File: src/rtl/regarb_pkg.sv
// Shared types and helpers for the register-file access arbiter.
// Latency: n/a (declarations only).
// Backpressure: n/a.
package regarb_pkg;

    // Upper bound on the number of requesters the arbiter is built for.
    localparam int REGARB_MAX_REQ = 8;

    // Transaction sequencer states.
    typedef enum logic [1:0] {
        ST_IDLE  = 2'd0,
        ST_ISSUE = 2'd1,
        ST_WAIT  = 2'd2,
        ST_DONE  = 2'd3
    } regarb_state_t;

    // Index width for n items; never narrower than one bit.
    function automatic int REGARB_AW(input int n);
        return (n < 2) ? 1 : $clog2(n);
    endfunction

endpackage

File: src/rtl/regfile_access_arbiter_rr_arbiter.sv
// Round-robin pick among requesters, searching from last winner + 1.
// Latency: purely combinational.
// Backpressure: none; the caller decides when the pick is accepted.
module rr_arbiter
    import regarb_pkg::*;
#(
    parameter int P_ReqCount = 2,
    parameter int IW         = REGARB_AW(P_ReqCount)
) (
    input  logic [P_ReqCount-1:0] req,
    input  logic [IW-1:0]         last_ptr,
    output logic [P_ReqCount-1:0] grant_onehot,
    output logic [IW-1:0]         grant_idx,
    output logic                  any_req
);

    logic          found;
    logic [IW-1:0] cand;

    assign any_req = |req;

    // Walk the requesters starting just after the last winner; first hit wins.
    always_comb begin
        grant_onehot = '0;
        grant_idx    = '0;
        found        = 1'b0;
        cand         = '0;
        for (int off = 1; off <= P_ReqCount; off++) begin
            cand = IW'((int'(last_ptr) + off) % P_ReqCount);
            if (!found && req[cand]) begin
                found              = 1'b1;
                grant_idx          = cand;
                grant_onehot[cand] = 1'b1;
            end
        end
    end

endmodule

File: src/rtl/regfile_access_arbiter.sv
// Round-robin sharing of one register file among several requesters (REGARB_WRITE_PROTECT0_EN rejects writes to address 0).
// Latency: grant 1 cycle after request seen idle; done at +2 (write/error) or +3 (read).
// Backpressure: one transaction in flight; requesters hold fields until their grant pulse.
module regfile_access_arbiter
    import regarb_pkg::*;
#(
    parameter int  P_ReqCount = 2,
    parameter int  P_RegCount = 4,
    parameter int  P_BitWidth = 32,
    localparam int AW         = REGARB_AW(P_RegCount),
    localparam int IW         = REGARB_AW(P_ReqCount)
) (
    input  logic                             In_Clock_50MHz,
    input  logic                             In_Reset,
    input  logic [P_ReqCount-1:0]            In_Req,
    input  logic [P_ReqCount-1:0]            In_Write,
    input  logic [P_ReqCount*AW-1:0]         In_Address,
    input  logic [P_ReqCount*P_BitWidth-1:0] In_WriteData,
    output logic [P_ReqCount-1:0]            Out_Grant,
    output logic [P_ReqCount-1:0]            Out_Done,
    output logic [P_BitWidth-1:0]            Out_ReadData,
    output logic                             Out_Error,
    output logic [AW-1:0]                    Out_RF_Address,
    output logic [P_BitWidth-1:0]            Out_RF_WriteData,
    output logic                             Out_RF_Write,
    output logic                             Out_RF_Read,
    input  logic [P_BitWidth-1:0]            In_RF_ReadData
);

    regarb_state_t           state;
    logic [IW-1:0]           ptr;
    logic [P_ReqCount-1:0]   win_onehot;
    logic                    lat_write;
    logic                    lat_reject;

    logic [P_ReqCount-1:0]   arb_onehot;
    logic [IW-1:0]           arb_idx;
    logic                    arb_any;

    logic                    sel_write;
    logic [AW-1:0]           sel_addr;
    logic [P_BitWidth-1:0]   sel_wdata;
    logic                    sel_reject;

    rr_arbiter #(
        .P_ReqCount (P_ReqCount),
        .IW         (IW)
    ) u_rr_arbiter (
        .req          (In_Req),
        .last_ptr     (ptr),
        .grant_onehot (arb_onehot),
        .grant_idx    (arb_idx),
        .any_req      (arb_any)
    );

    // Select the winner's fields and decide up front whether it will be rejected.
    always_comb begin
        sel_write  = In_Write[arb_idx];
        sel_addr   = In_Address[int'(arb_idx)*AW +: AW];
        sel_wdata  = In_WriteData[int'(arb_idx)*P_BitWidth +: P_BitWidth];
        sel_reject = (int'(sel_addr) >= P_RegCount);
`ifdef REGARB_WRITE_PROTECT0_EN
        if (sel_write && (sel_addr == '0)) begin
            sel_reject = 1'b1;
        end
`endif
    end

    // Sequencer: arbitrate, issue one strobe, optionally wait for read data, report done.
    always_ff @(posedge In_Clock_50MHz or posedge In_Reset) begin
        if (In_Reset) begin
            state            <= ST_IDLE;
            ptr              <= IW'(P_ReqCount - 1);
            win_onehot       <= '0;
            lat_write        <= 1'b0;
            lat_reject       <= 1'b0;
            Out_Grant        <= '0;
            Out_Done         <= '0;
            Out_ReadData     <= '0;
            Out_Error        <= 1'b0;
            Out_RF_Address   <= '0;
            Out_RF_WriteData <= '0;
            Out_RF_Write     <= 1'b0;
            Out_RF_Read      <= 1'b0;
        end else begin
            // Pulse outputs fall back to zero unless a state below raises them.
            Out_Grant    <= '0;
            Out_Done     <= '0;
            Out_Error    <= 1'b0;
            Out_RF_Write <= 1'b0;
            Out_RF_Read  <= 1'b0;
            case (state)
                ST_IDLE, ST_DONE: begin
                    if (arb_any) begin
                        ptr        <= arb_idx;
                        win_onehot <= arb_onehot;
                        lat_write  <= sel_write;
                        lat_reject <= sel_reject;
                        Out_Grant  <= arb_onehot;
                        // RF address/data only move when a strobe goes with them.
                        if (!sel_reject) begin
                            Out_RF_Address   <= sel_addr;
                            Out_RF_WriteData <= sel_wdata;
                            Out_RF_Write     <= sel_write;
                            Out_RF_Read      <= !sel_write;
                        end
                        state <= ST_ISSUE;
                    end else begin
                        state <= ST_IDLE;
                    end
                end
                ST_ISSUE: begin
                    if (lat_write || lat_reject) begin
                        Out_Done     <= win_onehot;
                        Out_Error    <= lat_reject;
                        Out_ReadData <= '0;
                        state        <= ST_DONE;
                    end else begin
                        state <= ST_WAIT;
                    end
                end
                ST_WAIT: begin
                    Out_ReadData <= In_RF_ReadData;
                    Out_Done     <= win_onehot;
                    state        <= ST_DONE;
                end
                default: state <= ST_IDLE;
            endcase
        end
    end

endmodule
File: config.mk
export PLATFORM = sky130hd
export DESIGN_NAME = regfile_access_arbiter
export DESIGN_NICKNAME = d
export VERILOG_FILES = /design/src/rtl/regarb_pkg.sv /design/src/rtl/regfile_access_arbiter_rr_arbiter.sv /design/src/rtl/regfile_access_arbiter.sv
export SDC_FILE = /design/constraint.sdc
export NUM_CORES = 1
export LEC_CHECK = 0
export BUFFER_PORTS_ARGS = -buffer_cell sky130_fd_sc_hd__buf_2
export CAP_MARGIN = 10
export CORE_MARGIN = 2
export CORE_UTILIZATION = 44
export DETAILED_ROUTE_END_ITERATION = 10
export GPL_TIMING_DRIVEN = 0
export PLACE_DENSITY = 0.84
export SETUP_SLACK_MARGIN = 0.05
export SYNTH_ARGS = -nofsm -noshare
export SYNTH_HDL_FRONTEND = slang
export SYNTH_SLANG_ARGS = --single-unit
export TNS_END_PERCENT = 100
File: constraint.sdc
create_clock -name In_Clock_50MHz -period 2.9 [get_ports In_Clock_50MHz]
set_input_delay 0.725 -clock In_Clock_50MHz [delete_from_list [all_inputs] [get_ports In_Clock_50MHz]]
set_output_delay 0.725 -clock In_Clock_50MHz [all_outputs]
set_load 0.05 [all_outputs]
## Word level (Yosys, flattened, before mapping)

Index checks and enable logic that the tools add are counted.
W data, S select, Z words.

| word-level totals | value |
|---|---|
| register bits | 78 |
| input port bits | 106 |
| output and inout port bits | 73 |
| word-level logic and storage cells | 64 |

| cells by class | value |
|---|---|
| add/subtract/negate cells | 2 |
| order comparisons | 5 |
| eq/ne operators | 4 |
| shifts and indexed selects | 2 |
| muxes and demuxes | 28 |
| bitwise logic cells | 1 |
| reductions and logical operators | 11 |

Operators by type and width:

| operator | count |
|---|---|
| $pmux W32 S2 | 1 |
| $shiftx A64 B7 Y32 | 1 |
| $mux W32 | 1 |
| $mux W1 | 17 |
| $mux W2 | 5 |
| $lt A1 B2 Y1 const B | 3 |
| $pmux W2 S3 | 1 |
| $eq A2 B2 Y1 const B | 2 |
| $pmux W2 S2 | 1 |
| $reduce_and A2 Y1 | 2 |
| $reduce_or A2 Y1 | 2 |
| $shiftx A4 B3 Y2 | 1 |
| $logic_and A1 B1 Y1 | 3 |
| $add A1 B1 Y1 const B | 2 |
| $demux W1 S1 | 2 |
| $eq A2 B1 Y1 const B | 1 |
| $ge A1 B1 Y1 const B | 2 |
| $logic_not A1 Y1 | 2 |
| $logic_not A2 Y1 | 1 |
| $ne A2 B2 Y1 const B | 1 |
| $or A2 B2 Y2 | 1 |
| $reduce_bool A2 Y1 | 1 |

## Depth between registers and ports, before layout

| logic depth | value |
|---|---|
| word-level depth | 12 |
| depth in mapped cells | 7 |
| depth with buffers taken out | 5 |

## By module

A second synthesis with hierarchy kept.

| second synthesis, totals | value |
|---|---|
| cell total of the unflattened synthesis | 271 |
| area, all modules | 3333.2 um2 |

By module, submodules not included:

| module | instances | cells each | area each (um2) |
|---|---|---|---|
| regfile_access_arbiter | 1 | 266 | 3300.7 |
| rr_arbiter | 1 | 5 | 32.5 |

## Least setup slack after synthesis

No wires, ideal clock.

| path | value |
|---|---|
| path kind | input port to flip-flop |
| start | in In_Req[0] |
| end | reg Out_RF_WriteData[10] |
| library setup time | 0.077 ns |
| data arrival time | 1.407 ns |
| data required time | 2.823 ns |
| setup slack | 1.416 ns |
| cell stages on the path | 5 |
| buffers on the path | 2 |
| cell sequence | o21ai_1 buf_2 buf_2 a21oi_1 a21oi_1 |

| on the way | value |
|---|---|
| longest elaborated chain between the ends | 7 |
| elaborated cells on any way between the ends | 12 |
| classes of those cells | shift (1); mux (7); reduce/logical (4) |

Ends and longest elaborated chain:

| what | RTL line | text |
|---|---|---|
| from (decl) | regfile_access_arbiter.sv:15 | `input logic [P_ReqCount-1:0] In_Req,` |
| $mux W1 (not written as such) (2 in series) | regfile_access_arbiter_rr_arbiter.sv:30 | `if (!found && req[cand]) begin` |
| $mux W1 | regfile_access_arbiter_rr_arbiter.sv:30 |  |
| $logic_not A1 Y1 | regfile_access_arbiter_rr_arbiter.sv:30 |  |
| $logic_and A1 B1 Y1 | regfile_access_arbiter_rr_arbiter.sv:30 |  |
| $mux W1 | regfile_access_arbiter_rr_arbiter.sv:30 |  |
| $shiftx A64 B7 Y32 | regfile_access_arbiter.sv:60 | `sel_wdata = In_WriteData[int'(arb_idx)*P_BitWidth +: P_BitWidth];` |
| to (signal assigned) | regfile_access_arbiter.sv:103 | `Out_RF_WriteData <= sel_wdata;` |
| to (decl) | regfile_access_arbiter.sv:24 | `output logic [P_BitWidth-1:0] Out_RF_WriteData,` |

Several ways; a longest one is shown, not always the timed one. The select of a mux whose other input is x is not followed.
A chain may end at the register's enable or synchronous reset.

## Worst setup path after layout

| path | value |
|---|---|
| start | reg state[0] |
| end | reg Out_RF_WriteData[31] |

| on the way | value |
|---|---|
| longest elaborated chain between the ends | 3 |
| elaborated cells on any way between the ends | 4 |
| classes of those cells | eq/ne (1); reduce/logical (3) |

Ends and longest elaborated chain:

| what | RTL line | text |
|---|---|---|
| from (decl) | regfile_access_arbiter.sv:30 | `regarb_state_t state;` |
| from (signal assigned) | regfile_access_arbiter.sv:72 | `state <= ST_IDLE;` |
| from (signal assigned) | regfile_access_arbiter.sv:107 | `state <= ST_ISSUE;` |
| from (signal assigned) | regfile_access_arbiter.sv:109 | `state <= ST_IDLE;` |
| $eq A2 B2 Y1 or $logic_not A2 Y1 (tied branches) | regfile_access_arbiter.sv:92 | `case (state)` |
| $reduce_or A2 Y1 (*) | regfile_access_arbiter.sv:92 |  |
| $reduce_and A2 Y1 (no source line) (*) | -- |  |

Mark *: on every way between the ends. The rest lies on a longest branch, timed or not.

==> metrics.txt <==
Worst Setup End Kind=flip-flop; Worst Path Max Fanout=10; die area=7860 um2; RD Place Congestion=0.742; hold_ws=0.331 ns; Clock transition at path regs=0.08 ns; RSZ-0062 raised after global routing=no; # setup viols final=0; cells after synthesis=300; area delta synth->final=39.9%; sequential fraction of the synthesis area=61.9%; share of the synthesized area in the top cell type=61.1%; Yosys cell types=23; vias in the first global route=2,887; Avg Cell Area, Syn=10.5 um2; clock root cell=clkbuf_8; CTS HTree Levels=3; Final Cell Area=4410 um2; Layout Utilization=64.2%; antenna diode count=0; worst-skew pair later-pin latency=0.33 ns; Area contributors post-synth=dfrtp_1 61%, a21oi_1 11%, a22o_1 8.9%, nor2_1 4.5%, nand2_1 4.2%; power per cell area=1530 nW/um2; CTS resizes=0; fill count=598; number of port buffers=177; dpl ws=1.03 ns; Placed Instances=574; Initial Util=45.9%; Final HPWL DP=6440 um; Max Cap Viol=0; DR pass1 iterations=5; TritonCTS clock tree=done; # hold bufs at CTS=0; most common cell after layout, fill and taps aside=buf_2; Ys Warns=0; Post-CTS Repair Setup Buffers=0; period utilisation layout=60.5%; final slew viol count=0; #FFs+latches synth=78; Leakage=2.37 nW; synthesized cell area=3150 um2; worst path arrival time=2.00 ns; most frequent cells in the layout=192 x buf_2, 77 x dfrtp_1, 72 x a21oi_1; CP Launch Type=flip-flop; Mapped Nets=408; Sink Count=78; Core Region=6870 um2; DRC violations left=0; dpl cell area=4190 um2; fin worst setup slack=1.15 ns; final hold vios=0; total power=6.74 mW; min-delay worst type=in2async; Die Width=88.7 um; initial drt markers=86; initial antenna violation count=0; Vias/cell=4.99; status=complete, no violations; DR vias=2,938; largest net degree at the start of global routing=61; Routed WL per cell=14.3 um; skew final=0.00824 ns; GRT Residual Overflow=0; Setup Crit Path Kind=reg2reg; Final Routed Wirelength=8410 um; Worst IR Drop VDD=804 uV; row count=30; wire length of the first global-routing pass=13,000 um; Routed Antenna Nets=0; fmax=0.570 GHz; IO Count=179; layout cells sized above 1=44.0%; Total GRT Usage=21.2%; Clock Path Buffers=2; total CTS buffers=9; critical path required time=3.15 ns; nets@finish=597; Final TNS setup=0 ns; Die H=88.7 um; Synth area leader=dfrtp_1; Final min period=1.75 ns; Post-Layout Cell Count=589
## cells by family after synthesis
logic type / count (synthesis) / synth area share, %
AO/OA/AOI/OAI: 113 / 22.5
multiplexers: 2 / 0.754
adder cells (fa/ha/maj): 2 / 0.794
other: 1 / 0.119
buffers and inverters: 28 / 4.64
flip-flops: 78 / 61.9
AND/OR/NAND/NOR: 76 / 9.29
## power breakdown
part	internal [mW]	leakage, nW	switching, mW
combinational	1.08	1.32	2.87
sequential	1.63	0.939	0.262
clock	0.528	0.109	0.373
total	3.23	2.37	3.51
## cell usage after synthesis
cell type,number
buf_2,15
a21boi_1,1
mux2i_1,1
o21ai_0,1
dfstp_2,1
a31oi_1,1
conb_1,1
o21ai_1,1
a21o_1,2
a21oi_1,72
buf_4,6
a21bo_1,1
nor2_1,38
o21a_1,1
a21boi_2,1
nand2_1,35
dfrtp_1,77
clkbuf_1,1
a22o_1,32
and2_1,3
inv_1,6
ha_1,2
mux2i_2,1
## state kept, by name, summed over array words and instances (netlist names), 2 cells and up
name	cells
state	2
Out_RF_Address	2
win_onehot	2
Out_ReadData	32
Out_RF_WriteData	32
Out_Grant	2
Out_Done	2
## cell type report
cell class | count | area, um2 | area share, %
sequential | 78 | 1950 | 44.3
inverter | 6 | 25.0 | 0.567
tap | 96 | 120 | 2.72
multi-input combinational | 194 | 1050 | 23.9
timing repair buffer | 178 | 913 | 20.7
clock inverter | 3 | 67.6 | 1.53
buffer | 22 | 124 | 2.81
clock buffer | 12 | 155 | 3.52
## worst paths after layout
kind,start,to,slack (ns),depth (start not counted)
worst max-delay path,state[0],Out_RF_WriteData[31],1.15,7
worst min-delay path,In_Reset,Out_RF_Address[1],0.33,2
worst max register to register,state[0],Out_RF_WriteData[31],1.15,7
worst min register to register,win_onehot[1],win_onehot[1],0.47,1
max in group asynchronous,In_Reset,ptr,1.97,3
min in group In_Clock_50MHz,win_onehot[1],win_onehot[1],0.47,1
## worst max-delay path, cell delays in order (launching register included)
cell	delay [ns]
dfrtp_1	0.35
inv_1	0.05
ha_1	0.38
o21ai_1	0.14
buf_2	0.25
buf_2	0.27
a21oi_1	0.07
a21oi_1	0.16
## metal layers
metal | part of all wire [%] | global-route usage, % | wire, um
met5 | 0 | 0 | 0
met3 | 10 | 7.28 | 856
met1 | 40 | 24.4 | 3330
met2 | 49 | 36.2 | 4090
met4 | 1.6 | 8.40 | 137
(Power assumes the default switching activity.)
